**src/rtl/vga_timing_pkg.sv**
```systemverilog
// Shared VGA timing presets and the per-axis total helper.
// Presets assume the stated pixel clock; CLK_DIV picks that rate from the 50 MHz system clock.
package vga_timing_pkg;

    localparam int VGA640_CLK_DIV  = 2;
    localparam int VGA640_H_ACTIVE = 640;
    localparam int VGA640_H_FP     = 16;
    localparam int VGA640_H_SYNC   = 96;
    localparam int VGA640_H_BP     = 48;
    localparam int VGA640_V_ACTIVE = 480;
    localparam int VGA640_V_FP     = 10;
    localparam int VGA640_V_SYNC   = 2;
    localparam int VGA640_V_BP     = 33;

    // 800x600@72 runs straight off the 50 MHz clock, so no division
    localparam int SVGA800_CLK_DIV  = 1;
    localparam int SVGA800_H_ACTIVE = 800;
    localparam int SVGA800_H_FP     = 56;
    localparam int SVGA800_H_SYNC   = 120;
    localparam int SVGA800_H_BP     = 64;
    localparam int SVGA800_V_ACTIVE = 600;
    localparam int SVGA800_V_FP     = 37;
    localparam int SVGA800_V_SYNC   = 6;
    localparam int SVGA800_V_BP     = 23;

    function automatic int axis_total(input int active, input int fp, input int sync, input int bp);
        return active + fp + sync + bp;
    endfunction

endpackage

```
**src/rtl/vga_timing_core_axis.sv**
```systemverilog
// One raster axis: wrapping position counter plus raw sync/active decode of the current count.
// Instantiated once for pixels and once for lines; wrap is the carry into the next axis.
module vga_axis_counter
    import vga_timing_pkg::*;
#(
    parameter int ACTIVE = 640,
    parameter int FP     = 16,
    parameter int SYNC   = 96,
    parameter int BP     = 48,
    parameter int W      = 13
) (
    input  logic         clk,
    input  logic         rst_n,
    input  logic         tick,
    output logic [W-1:0] count,
    output logic         wrap,
    output logic         sync_raw,
    output logic         active_raw
);

    localparam int           TOTAL      = axis_total(ACTIVE, FP, SYNC, BP);
    localparam logic [W-1:0] LAST       = W'(TOTAL - 1);
    localparam logic [W-1:0] SYNC_START = W'(ACTIVE + FP);
    localparam logic [W-1:0] SYNC_END   = W'(ACTIVE + FP + SYNC - 1);
    localparam logic [W-1:0] ACT_END    = W'(ACTIVE);

    logic [W-1:0] count_q;
    logic [W-1:0] count_d;

    always_comb begin
        count_d = count_q;
        if (tick) begin
            count_d = (count_q == LAST) ? '0 : count_q + W'(1);
        end
    end

    always_ff @(posedge clk or negedge rst_n) begin
        if (!rst_n) begin
            count_q <= '0;
        end else begin
            count_q <= count_d;
        end
    end

    assign count      = count_q;
    assign wrap       = tick && (count_q == LAST);
    assign sync_raw   = (count_q >= SYNC_START) && (count_q <= SYNC_END);
    assign active_raw = (count_q < ACT_END);

endmodule

```
**src/rtl/vga_timing_core.sv**
```systemverilog
// Parametrised VGA raster timing generator: pixel clock-enable divider, h/v counters,
// registered sync/bright decode with an optional delay line to match the pixel pipeline.
module vga_timing_core
    import vga_timing_pkg::*;
#(
    parameter int CLK_DIV    = VGA640_CLK_DIV,
    parameter int H_ACTIVE   = VGA640_H_ACTIVE,
    parameter int H_FP       = VGA640_H_FP,
    parameter int H_SYNC     = VGA640_H_SYNC,
    parameter int H_BP       = VGA640_H_BP,
    parameter int V_ACTIVE   = VGA640_V_ACTIVE,
    parameter int V_FP       = VGA640_V_FP,
    parameter int V_SYNC     = VGA640_V_SYNC,
    parameter int V_BP       = VGA640_V_BP,
    parameter bit HS_POL     = 1'b0,
    parameter bit VS_POL     = 1'b0,
    parameter int PIPE_DELAY = 0,
    parameter int CNT_W      = 13
) (
    input  logic             clk50Mhz,
    input  logic             reset,
    input  logic             enable,
    output logic             hSync,
    output logic             vSync,
    output logic             bright,
    output logic [CNT_W-1:0] hCount,
    output logic [CNT_W-1:0] vCount,
    output logic             pix_ce,
    output logic             line_start,
    output logic             frame_start
);

    localparam int               DIV_W    = (CLK_DIV > 1) ? $clog2(CLK_DIV) : 1;
    localparam logic [DIV_W-1:0] DIV_LAST = DIV_W'(CLK_DIV - 1);

    logic [DIV_W-1:0] div_q;
    logic [DIV_W-1:0] div_d;
    logic             pix_ce_w;

    always_comb begin
        div_d = div_q;
        if (enable) begin
            div_d = (div_q == DIV_LAST) ? '0 : div_q + DIV_W'(1);
        end
    end

    always_ff @(posedge clk50Mhz or negedge reset) begin
        if (!reset) begin
            div_q <= '0;
        end else begin
            div_q <= div_d;
        end
    end

    // Gated by reset so a CLK_DIV=1 divider cannot report a tick while held in reset
    assign pix_ce_w = enable && reset && (div_q == DIV_LAST);

    logic h_wrap, h_sync_raw, h_active_raw;
    logic v_wrap, v_sync_raw, v_active_raw;

    vga_axis_counter #(
        .ACTIVE (H_ACTIVE),
        .FP     (H_FP),
        .SYNC   (H_SYNC),
        .BP     (H_BP),
        .W      (CNT_W)
    ) h_axis (
        .clk        (clk50Mhz),
        .rst_n      (reset),
        .tick       (pix_ce_w),
        .count      (hCount),
        .wrap       (h_wrap),
        .sync_raw   (h_sync_raw),
        .active_raw (h_active_raw)
    );

    vga_axis_counter #(
        .ACTIVE (V_ACTIVE),
        .FP     (V_FP),
        .SYNC   (V_SYNC),
        .BP     (V_BP),
        .W      (CNT_W)
    ) v_axis (
        .clk        (clk50Mhz),
        .rst_n      (reset),
        .tick       (h_wrap),
        .count      (vCount),
        .wrap       (v_wrap),
        .sync_raw   (v_sync_raw),
        .active_raw (v_active_raw)
    );

    // Stage 0 is the decode register; stages 1..PIPE_DELAY model downstream pixel latency.
    // Bit order within a stage: {h_sync, v_sync, bright}, all active-high internally.
    logic [2:0] stage_q [PIPE_DELAY+1];
    logic [2:0] stage_d [PIPE_DELAY+1];
    logic [2:0] out_bits;

    always_comb begin
        stage_d = stage_q;
        if (pix_ce_w) begin
            stage_d[0] = {h_sync_raw, v_sync_raw, h_active_raw && v_active_raw};
            for (int i = 1; i <= PIPE_DELAY; i++) begin
                stage_d[i] = stage_q[i-1];
            end
        end
    end

    always_ff @(posedge clk50Mhz or negedge reset) begin
        if (!reset) begin
            for (int i = 0; i <= PIPE_DELAY; i++) begin
                stage_q[i] <= '0;
            end
        end else begin
            stage_q <= stage_d;
        end
    end

    assign out_bits    = stage_q[PIPE_DELAY];
    assign hSync       = out_bits[2] ? HS_POL : ~HS_POL;
    assign vSync       = out_bits[1] ? VS_POL : ~VS_POL;
    assign bright      = out_bits[0];

    assign pix_ce      = pix_ce_w;
    assign line_start  = h_wrap;
    assign frame_start = v_wrap;

endmodule

```
**config.mk**
```make
export PLATFORM = sky130hd
export DESIGN_NAME = vga_timing_core
export DESIGN_NICKNAME = d
export VERILOG_FILES = /design/src/rtl/vga_timing_pkg.sv /design/src/rtl/vga_timing_core_axis.sv /design/src/rtl/vga_timing_core.sv
export SDC_FILE = /design/constraint.sdc
export NUM_CORES = 1
export LEC_CHECK = 0
export BUFFER_PORTS_ARGS = -buffer_cell sky130_fd_sc_hd__buf_2
export CAP_MARGIN = 15
export CORE_ASPECT_RATIO = 1.1
export CORE_MARGIN = 3
export CORE_UTILIZATION = 30
export DETAILED_ROUTE_END_ITERATION = 10
export PLACE_DENSITY = 0.48
export SLEW_MARGIN = 25
export SYNTH_ARGS = -nofsm -noshare
export SYNTH_HDL_FRONTEND = slang
export SYNTH_HIERARCHICAL = 1
export SYNTH_SLANG_ARGS = --single-unit
```
**constraint.sdc**
```tcl
create_clock -name clk50Mhz -period 2.1 [get_ports clk50Mhz]
set_input_delay 0.42 -clock clk50Mhz [delete_from_list [all_inputs] [get_ports clk50Mhz]]
set_output_delay 0.42 -clock clk50Mhz [all_outputs]
set_load 0.005 [all_outputs]
```
==> metrics.md, run 1 <==
| Metric | Value |
|---|---|
| Final setup vio count | 2 |
| # H-tree levels | 2 |
| Post-Route WL | 4075 um |
| Reg2Reg Setup Slack | 0.10 ns |
| Final-report hold violation count | 0 |
| P_leak | 0.001052 uW |
| IO Port Bufs | 34 |
| Die Wd | 75.69 um |
| R2r endpoint | v_axis/count[12]$_DFFE_PN0P_ |
| DR pass1 iterations | 4 |
| R2r worst-path depth | 6 |
| Non-Filler Instances | 291 |
| Fmax | 467.9 MHz |
| Initial Util | 0.3142 |
| CTS tree | done |
| Initial antenna violation count | 0 |
| DRT iter0 DRCs | 102 |
| GRT met1 Usage | 0.1876 |
| Final Cycle Share | 1.018 |
| # IOs | 35 |
| Yosys top cell area share | 0.4684 |
| Max-cap violations | 0 |
| Remaining antenna violation count | 0 |
| DR vias | 1442 |
| Met3 GRT Util | 0.04600 |
| Vias per inst | 4.955 |
| Category of the critical setup timing path | flop to output port |
| First-pass GRT wire length | 6858 um |
| Worst-path fanout max | 4 |
| GRT busiest layer | met2 |
| DIE AREA | 6257 um2 |
| Pins over their slew limit | 0 |
| Unrepaired setup endpoints after global routing | true |
| Clock Sinks | 30 |
| Worst-margin pin slew | 0.5796 ns |
| GR Util All Layers | 0.1464 |
| Startpoint Class | flop |
| Top cells by area, synth | dfrtp_1 47%, xnor2_1 4.4%, xor2_1 4.4%, nand4_1 3.1%, nand2_1 3.0% |
| Nets | 226 |
| Critical Path AT | 1.72 ns |
| Later-pin clock latency in the skew report | 0.27 ns |
| Share of cells above drive strength 1 | 0.3562 |
| Hold/Removal Path Class | input pin to asynchronous set/reset pin |
| Status | finished, violations left |
| Post-DP HPWL | 2965 um |
| Gate Count Post-Synth | 162 |
| Clock root cell | clkbuf_8 |
| Failing checks | negative setup slack |
| CORE AREA | 5101 um2 |
| Syn_area_per_cell | 9.894 um2 |
| Crit path time final | 2.137 ns |
| Synth cell types | 41 |
| N_diodes | 0 |
| Synth Register Bits | 30 |
| Routability Congestion | 0.7709 |
| Met2 usage | 0.2297 |
| Area added between synthesis and finish | 34.74% |
| Crit path capture type | output port |
| Row count | 27 |
| Layout Skew | 0.004138 ns |
| CTS Hold Bufs | 0 |
| CTS max path bufs | 2 |
| Synth Warn # | 6 |
| Ys flop type | dfrtp_1 |
| WL per Instance | 14.00 um |
| CP Data Required Time | 1.68 ns |
| Setup Slack @ Placement | 0.03375 ns |
| EDFF count, synth | 0 |
| Synth area leader | dfrtp_1 |
| Sequential share of the synthesized area | 0.4684 |
| Mapped Area | 1603 um2 |
| Peak supply drop | 223.8 uV |
| Largest net degree at the start of global routing | 31 |
| Clock slew at reported path FFs | 0.06 ns |
| Tot Pwr | 1421 uW |
| Placed Cells | 279 |
| Vias in the first global route | 1424 |
| Worst slew margin | 0.6100 |
| Final worst slack | -0.03713 ns |
| DRC errors left | 0 |
| Reg-to-Reg Start | h_axis/count[11]$_DFFE_PN0P_ |
| Async SR Flop Fraction | 1.000 |
| Num CTS Buffers | 5 |
| Die span in y | 82.66 um |
| Grt ovf | 0 |
| Pwr/cell area | 657.8 nW/um2 |
| Syn nets | 168 |
==> cell usage in the layout (no fill, tap or decap), types with 2 or more instances in the layout <==
cell	n
buf_2	32
dfrtp_1	30
buf_4	23
nand2_1	13
inv_1	9
xor2_1	8
nand4_1	8
xnor2_1	8
nor2_1	7
clkbuf_8	6
nor4_1	6
nand3_1	5
a21oi_1	5
nand2b_1	4
o21ai_0	4
or4_1	3
or3_1	3
buf_6	3
nand3_2	2
mux2_1	2
o21bai_1	2
or3_4	2
nor3_1	2
nor4_4	2
o21a_1	2
o22ai_1	2
o31ai_1	2
and4_1	2
o21ai_1	2
ha_1	2
==> per-layer routing <==
metal / wire, um / share of wire / vias up
met5: 0 / 0 / -
met4: 61 / 0.015 / 0
met3: 199 / 0.049 / 6
met2: 2007 / 0.49 / 37
met1: 1807 / 0.44 / 703
li1: - / - / 696
==> worst max-delay path by stage <==
stage / from / end / slack [ns]
after floorplan: enable / v_axis/count[7]$_DFFE_PN0P_ / 0.02
after global placement: reset / v_axis/count[12]$_DFFE_PN0P_ / 0.11
after detailed placement: reset / v_axis/count[12]$_DFFE_PN0P_ / 0.03
after CTS: h_axis/count[10]$_DFFE_PN0P_ / frame_start / -0.07
after global routing: h_axis/count[11]$_DFFE_PN0P_ / frame_start / -0.13
final: h_axis/count[11]$_DFFE_PN0P_ / frame_start / -0.04
==> power breakdown <==
part	total [uW]	internal (uW)	leakage, uW	switching, uW
logic	285	143	0.000629	143
clock network	450	252	0.0000431	198
registers	685	628	0.000380	57.0
==> worst max-delay path: stages (launching register included) <==
cell	delay (ns)
dfrtp_1	0.37
or3_4	0.41
nor4_4	0.35
and2_4	0.22
buf_6	0.09
==> repair_timing <==
action,CTS,global route
gates cloned,0,0
setup endpoints to repair,2,8
endpoints found under the hold margin,0,0
resized for setup,3,6
pin swaps,3,5
buffers inserted,4,2
==> cells in the mapped netlist (all sizes together), types with 2 or more instances <==
| master | count |
|---|---|
| and2 | 2 |
| xnor2 | 8 |
| ha | 3 |
| inv | 9 |
| or4 | 3 |
| nand2b | 4 |
| xor2 | 8 |
| o21a | 2 |
| nor3 | 3 |
| clkbuf | 3 |
| nand4 | 8 |
| o31ai | 2 |
| o22ai | 2 |
| o21bai | 2 |
| nand3 | 8 |
| and4 | 2 |
| and3 | 2 |
| a21oi | 5 |
| mux2 | 3 |
| nand2 | 13 |
| dfrtp | 30 |
| or3 | 5 |
| buf | 4 |
| o21ai | 6 |
| nor4 | 8 |
| nor2 | 8 |
==> registers in the layout, indices dropped and copies added, names as in the netlist <==
signal / flops
h_axis/count: 13
v_axis/count: 13
out_bits: 3
div_q: 1
==> per-stage QoR <==
stage          instance area (um2)  setup TNS [ns]  hold WS, ns  utilization
4_1_cts                       2123         -0.1260       0.2299       0.4162
2_1_floorplan                 1635               0       0.1244            -
5_1_grt                       2160         -0.2856       0.2355       0.4234
6_report                      2160        -0.05453       0.2133       0.4234
3_3_place_gp                  1997               0       0.4820       0.3915
3_5_place_dp                  1997               0       0.4855       0.3915
==> cell type report <==
type / instances / area (um2)
repair buffers: 58 / 366.6
multi-input cells: 116 / 835.8
well taps: 72 / 90.09
flip-flops and latches: 30 / 750.7
clock buffers: 6 / 82.58
inverters: 9 / 33.78
fillers: 501 / 2942
==> cells by family after synthesis <==
| family | share of synthesized area |
|---|---|
| compound gates | 0.08117 |
| buf+inv | 0.04059 |
| mux | 0.02732 |
| simple gates | 0.2717 |
| fa+ha+maj | 0.02342 |
| flops | 0.4684 |
| xor+xnor | 0.08744 |
Power figures use the tool's default switching activity.
==> run 2, diff against run 1 <==
--- a/config.mk
+++ b/config.mk
@@ -15,5 +15,5 @@
 export SLEW_MARGIN = 25
 export SYNTH_ARGS = -nofsm -noshare
 export SYNTH_HDL_FRONTEND = slang
-export SYNTH_HIERARCHICAL = 1
 export SYNTH_SLANG_ARGS = --single-unit
+export TNS_END_PERCENT = 5
==> run 2 against run 1 <==
The run still ends with negative setup slack left; sequential power is 4.1% higher; synthesized cell count is 6.2% higher; wire length is 13% higher; non-clock buffer count is 2 lower; flip-flop and latch count stayed put; first-iteration DRC count is 57% lower; combinational power is 13% lower; fmax is 1.2% higher; global-route usage is 0.38 points higher; area after synthesis is 2.1% higher; clock-buffer cell count is 1 lower; power is 8.4% higher; critical path type unchanged; critical endpoint unchanged; largest cell class unchanged.
==> metrics.md, run 2 <==
| Metric | Value |
|---|---|
| Clock Sinks | 30 (unchanged) |
| Top cells by area, synth | dfrtp_1 46%, nand4_1 4.6%, xnor2_1 3.7%, xor2_1 3.7%, inv_1 3.2% (was dfrtp_1 47%, xnor2_1 4.4%, xor2_1 4.4%, nand4_1 3.1%, nand2_1 3.0%) |
| Mapped Area | 1637 um2 (was 1603 um2) |
| Routability Congestion | 0.7919 (was 0.7709) |
| Vias per inst | 5.056 (was 4.955) |
| Later-pin clock latency in the skew report | 0.28 ns (was 0.27 ns) |
| Worst hold slack | 0.2177 ns (was 0.2133 ns) |
| Sequential share of the synthesized area | 0.4587 (was 0.4684) |
| Crit path time final | 2.111 ns (was 2.137 ns) |
| Num CTS Buffers | 5 (unchanged) |
| Critical Path AT | 1.69 ns (was 1.72 ns) |
| DRC errors left | 0 (unchanged) |
| Share of cells above drive strength 1 | 0.3478 (was 0.3562) |
| IO Port Bufs | 34 (unchanged) |
| Most frequent cells in the layout | 34 x buf_2, 28 x dfrtp_1, 21 x buf_4 (was 32 x buf_2, 30 x dfrtp_1, 23 x buf_4) |
| CTS max path bufs | 2 (unchanged) |
| Synth Register Bits | 30 (unchanged) |
| Final-report hold violation count | 0 (unchanged) |
| Vias in the first global route | 1557 (was 1424) |
| Yosys top cell area share | 0.4587 (was 0.4684) |
| Max-cap violations | 0 (unchanged) |
| Hold/Removal Path Class | input pin to asynchronous set/reset pin (unchanged) |
| Fmax | 473.8 MHz (was 467.9 MHz) |
| Setup Slack @ Placement | 0.1430 ns (was 0.03375 ns) |
| Commonest non-fill, non-tap cell in the layout | buf_2 (unchanged) |
| Post-DP HPWL | 3322 um (was 2965 um) |
| Final core occ | 0.4284 (was 0.4234) |
| Status | finished, violations left (unchanged) |
| CORE AREA | 5135 um2 (was 5101 um2) |
| N_diodes | 0 (unchanged) |
| Synth cell types | 39 (was 41) |
| Post-synth top cells | 30 x dfrtp_1, 14 x inv_1, 14 x nand2_1, 14 x nor2_1, 12 x nand4_1 (was 30 x dfrtp_1, 13 x nand2_1, 9 x inv_1) |
| # IOs | 35 (unchanged) |
| Crit path capture type | output port (unchanged) |
| DR vias | 1527 (was 1442) |
| Gate Count Post-Synth | 172 (was 162) |
| Remaining antenna violation count | 0 (unchanged) |
| Grt ovf | 0 (unchanged) |
| Largest net degree at the start of global routing | 31 (unchanged) |
| Failing checks | negative setup slack (unchanged) |
| Clock root cell | clkbuf_8 (unchanged) |
| Syn nets | 179 (was 168) |
| Synth Warn # | 0 (was 6) |
| Most frequent cell after synthesis | dfrtp_1 (unchanged) |
| P_leak | 0.001001 uW (was 0.001052 uW) |
| Initial Util | 0.3187 (was 0.3142) |
| Worst-path fanout max | 2 (was 4) |
| WL per Instance | 15.21 um (was 14.00 um) |
| Final worst slack | -0.01079 ns (was -0.03713 ns) |
| Filler cells | 533 (was 501) |
| GR Util All Layers | 0.1503 (was 0.1464) |
| Clock slew at reported path FFs | 0.07 ns (was 0.06 ns) |
| First-pass GRT wire length | 7679 um (was 6858 um) |
| EDFF count, synth | 0 (unchanged) |
| Worst-margin pin slew | 0.4655 ns (was 0.5796 ns) |
| Die Wd | 76.42 um (was 75.69 um) |
| Layout Skew | 0.009539 ns (was 0.004138 ns) |
| Syn_area_per_cell | 9.515 um2 (was 9.894 um2) |
| Startpoint Class | flop (unchanged) |
| Category of the critical setup timing path | flop to output port (unchanged) |
| Final setup vio count | 1 (was 2) |
| DR pass1 iterations | 4 (unchanged) |
| Unrepaired setup endpoints after global routing | true (unchanged) |
| Peak supply drop | 239.9 uV (was 223.8 uV) |
| DRT iter0 DRCs | 44 (was 102) |
| Nets | 236 (was 226) |
| # H-tree levels | 2 (unchanged) |
| Synth area leader | dfrtp_1 (unchanged) |
| Async SR Flop Fraction | 1.000 (unchanged) |
| Final Cycle Share | 1.005 (was 1.018) |
| CTS tree | done (unchanged) |
| Pins over their slew limit | 0 (unchanged) |
| Pwr/cell area | 700.0 nW/um2 (was 657.8 nW/um2) |
| Post-Route WL | 4593 um (was 4075 um) |
| Worst slew margin | 0.6883 (was 0.6100) |
| CP Data Required Time | 1.68 ns (about the same) |
| Die span in y | 83.47 um (was 82.66 um) |
| Row count | 27 (unchanged) |
| DIE AREA | 6378 um2 (was 6257 um2) |
| Area added between synthesis and finish | 34.40% (was 34.74%) |
| Initial antenna violation count | 0 (unchanged) |
| Ys flop type | dfrtp_1 (unchanged) |
-- run 2: area by class of cell --
class | count | area [um2] | area share
clock buffers | 5 | 68.82 | 0.03129
clock inverters | 3 | 40.04 | 0.01820
inverters | 15 | 56.30 | 0.02560
multi-input cells | 121 | 852.1 | 0.3874
flip-flops and latches | 30 | 753.2 | 0.3424
well taps | 72 | 90.09 | 0.04096
repair buffers | 56 | 339.1 | 0.1542
-- run 2: routing by layer --
metal / vias up / global-route usage / wire length, um
met5: - / 0 / 0
met4: 0 / 0.06260 / 125
met3: 11 / 0.03780 / 188
met2: 36 / 0.2502 / 2193
met1: 743 / 0.1842 / 2086
li1: 737 / - / -
-- run 2: what timing repair did --
action | 4_1_cts | 5_1_grt
setup endpoints to repair | 2 | 2
gates resized for setup | 5 | 9
hold buffers | 0 | 0
pin swaps | 1 | 5
buffers inserted | 2 | 2
cloned | 0 | 0
-- run 2: logic make-up (layout without fill, tap and decap cells) --
kind of cell	count (synthesis)	after routing	share of synthesized area
fa+ha+maj	4	4	0.03058
xor+xnor	14	14	0.07493
mux	2	2	0.01223
flops	30	30	0.4587
compound gates	29	29	0.1300
buf+inv	21	79	0.05045
simple gates	72	72	0.2431
-- run 2: final timing paths --
check                                       startpoint                           to  cells after the start  slack [ns]
min in group clk50Mhz                           enable            div_q$_DFFE_PN0P_                      2        0.33
max reg2reg                h_axis.count[5]$_DFFE_PN0N_  v_axis.count[9]$_DFFE_PN0P_                      6        0.13
max in group asynchronous                        reset  v_axis.count[2]$_DFFE_PN0P_                      2        1.58
min                                              reset  v_axis.count[9]$_DFFE_PN0P_                      2        0.22
min reg2reg                          div_q$_DFFE_PN0P_            div_q$_DFFE_PN0P_                      1        0.47
max                        v_axis.count[0]$_DFFE_PN0P_                  frame_start                      6       -0.01
-- run 2: worst max-delay path: stages, from the launching register on --
cell and delay (ns):
dfrtp_1 0.40, inv_2 0.09, ha_4 0.12, nor4bb_4 0.20, nand4_1 0.17, nor3_2 0.27, buf_2 0.16
-- run 2: stage by stage --
| step | setup TNS (ns) | instances | cell area (um2) | power [uW] |
|---|---|---|---|---|
| floorplan | 0 | 172 | 1637 | 840.4 |
| global placement | 0 | 290 | 2006 | 963.8 |
| detailed placement | 0 | 290 | 2006 | 967.8 |
| CTS | 0 | 300 | 2152 | 1565 |
| global route | -0.07687 | 302 | 2200 | 1638 |
| finish | -0.01079 | 302 | 2200 | 1540 |
-- run 2: power by group --
part           total, uW  leakage, uW  switching (uW)  internal (uW)
clock network        578    0.0000579             229            349
logic                248     0.000578             136            112
registers            713     0.000365            79.2            634
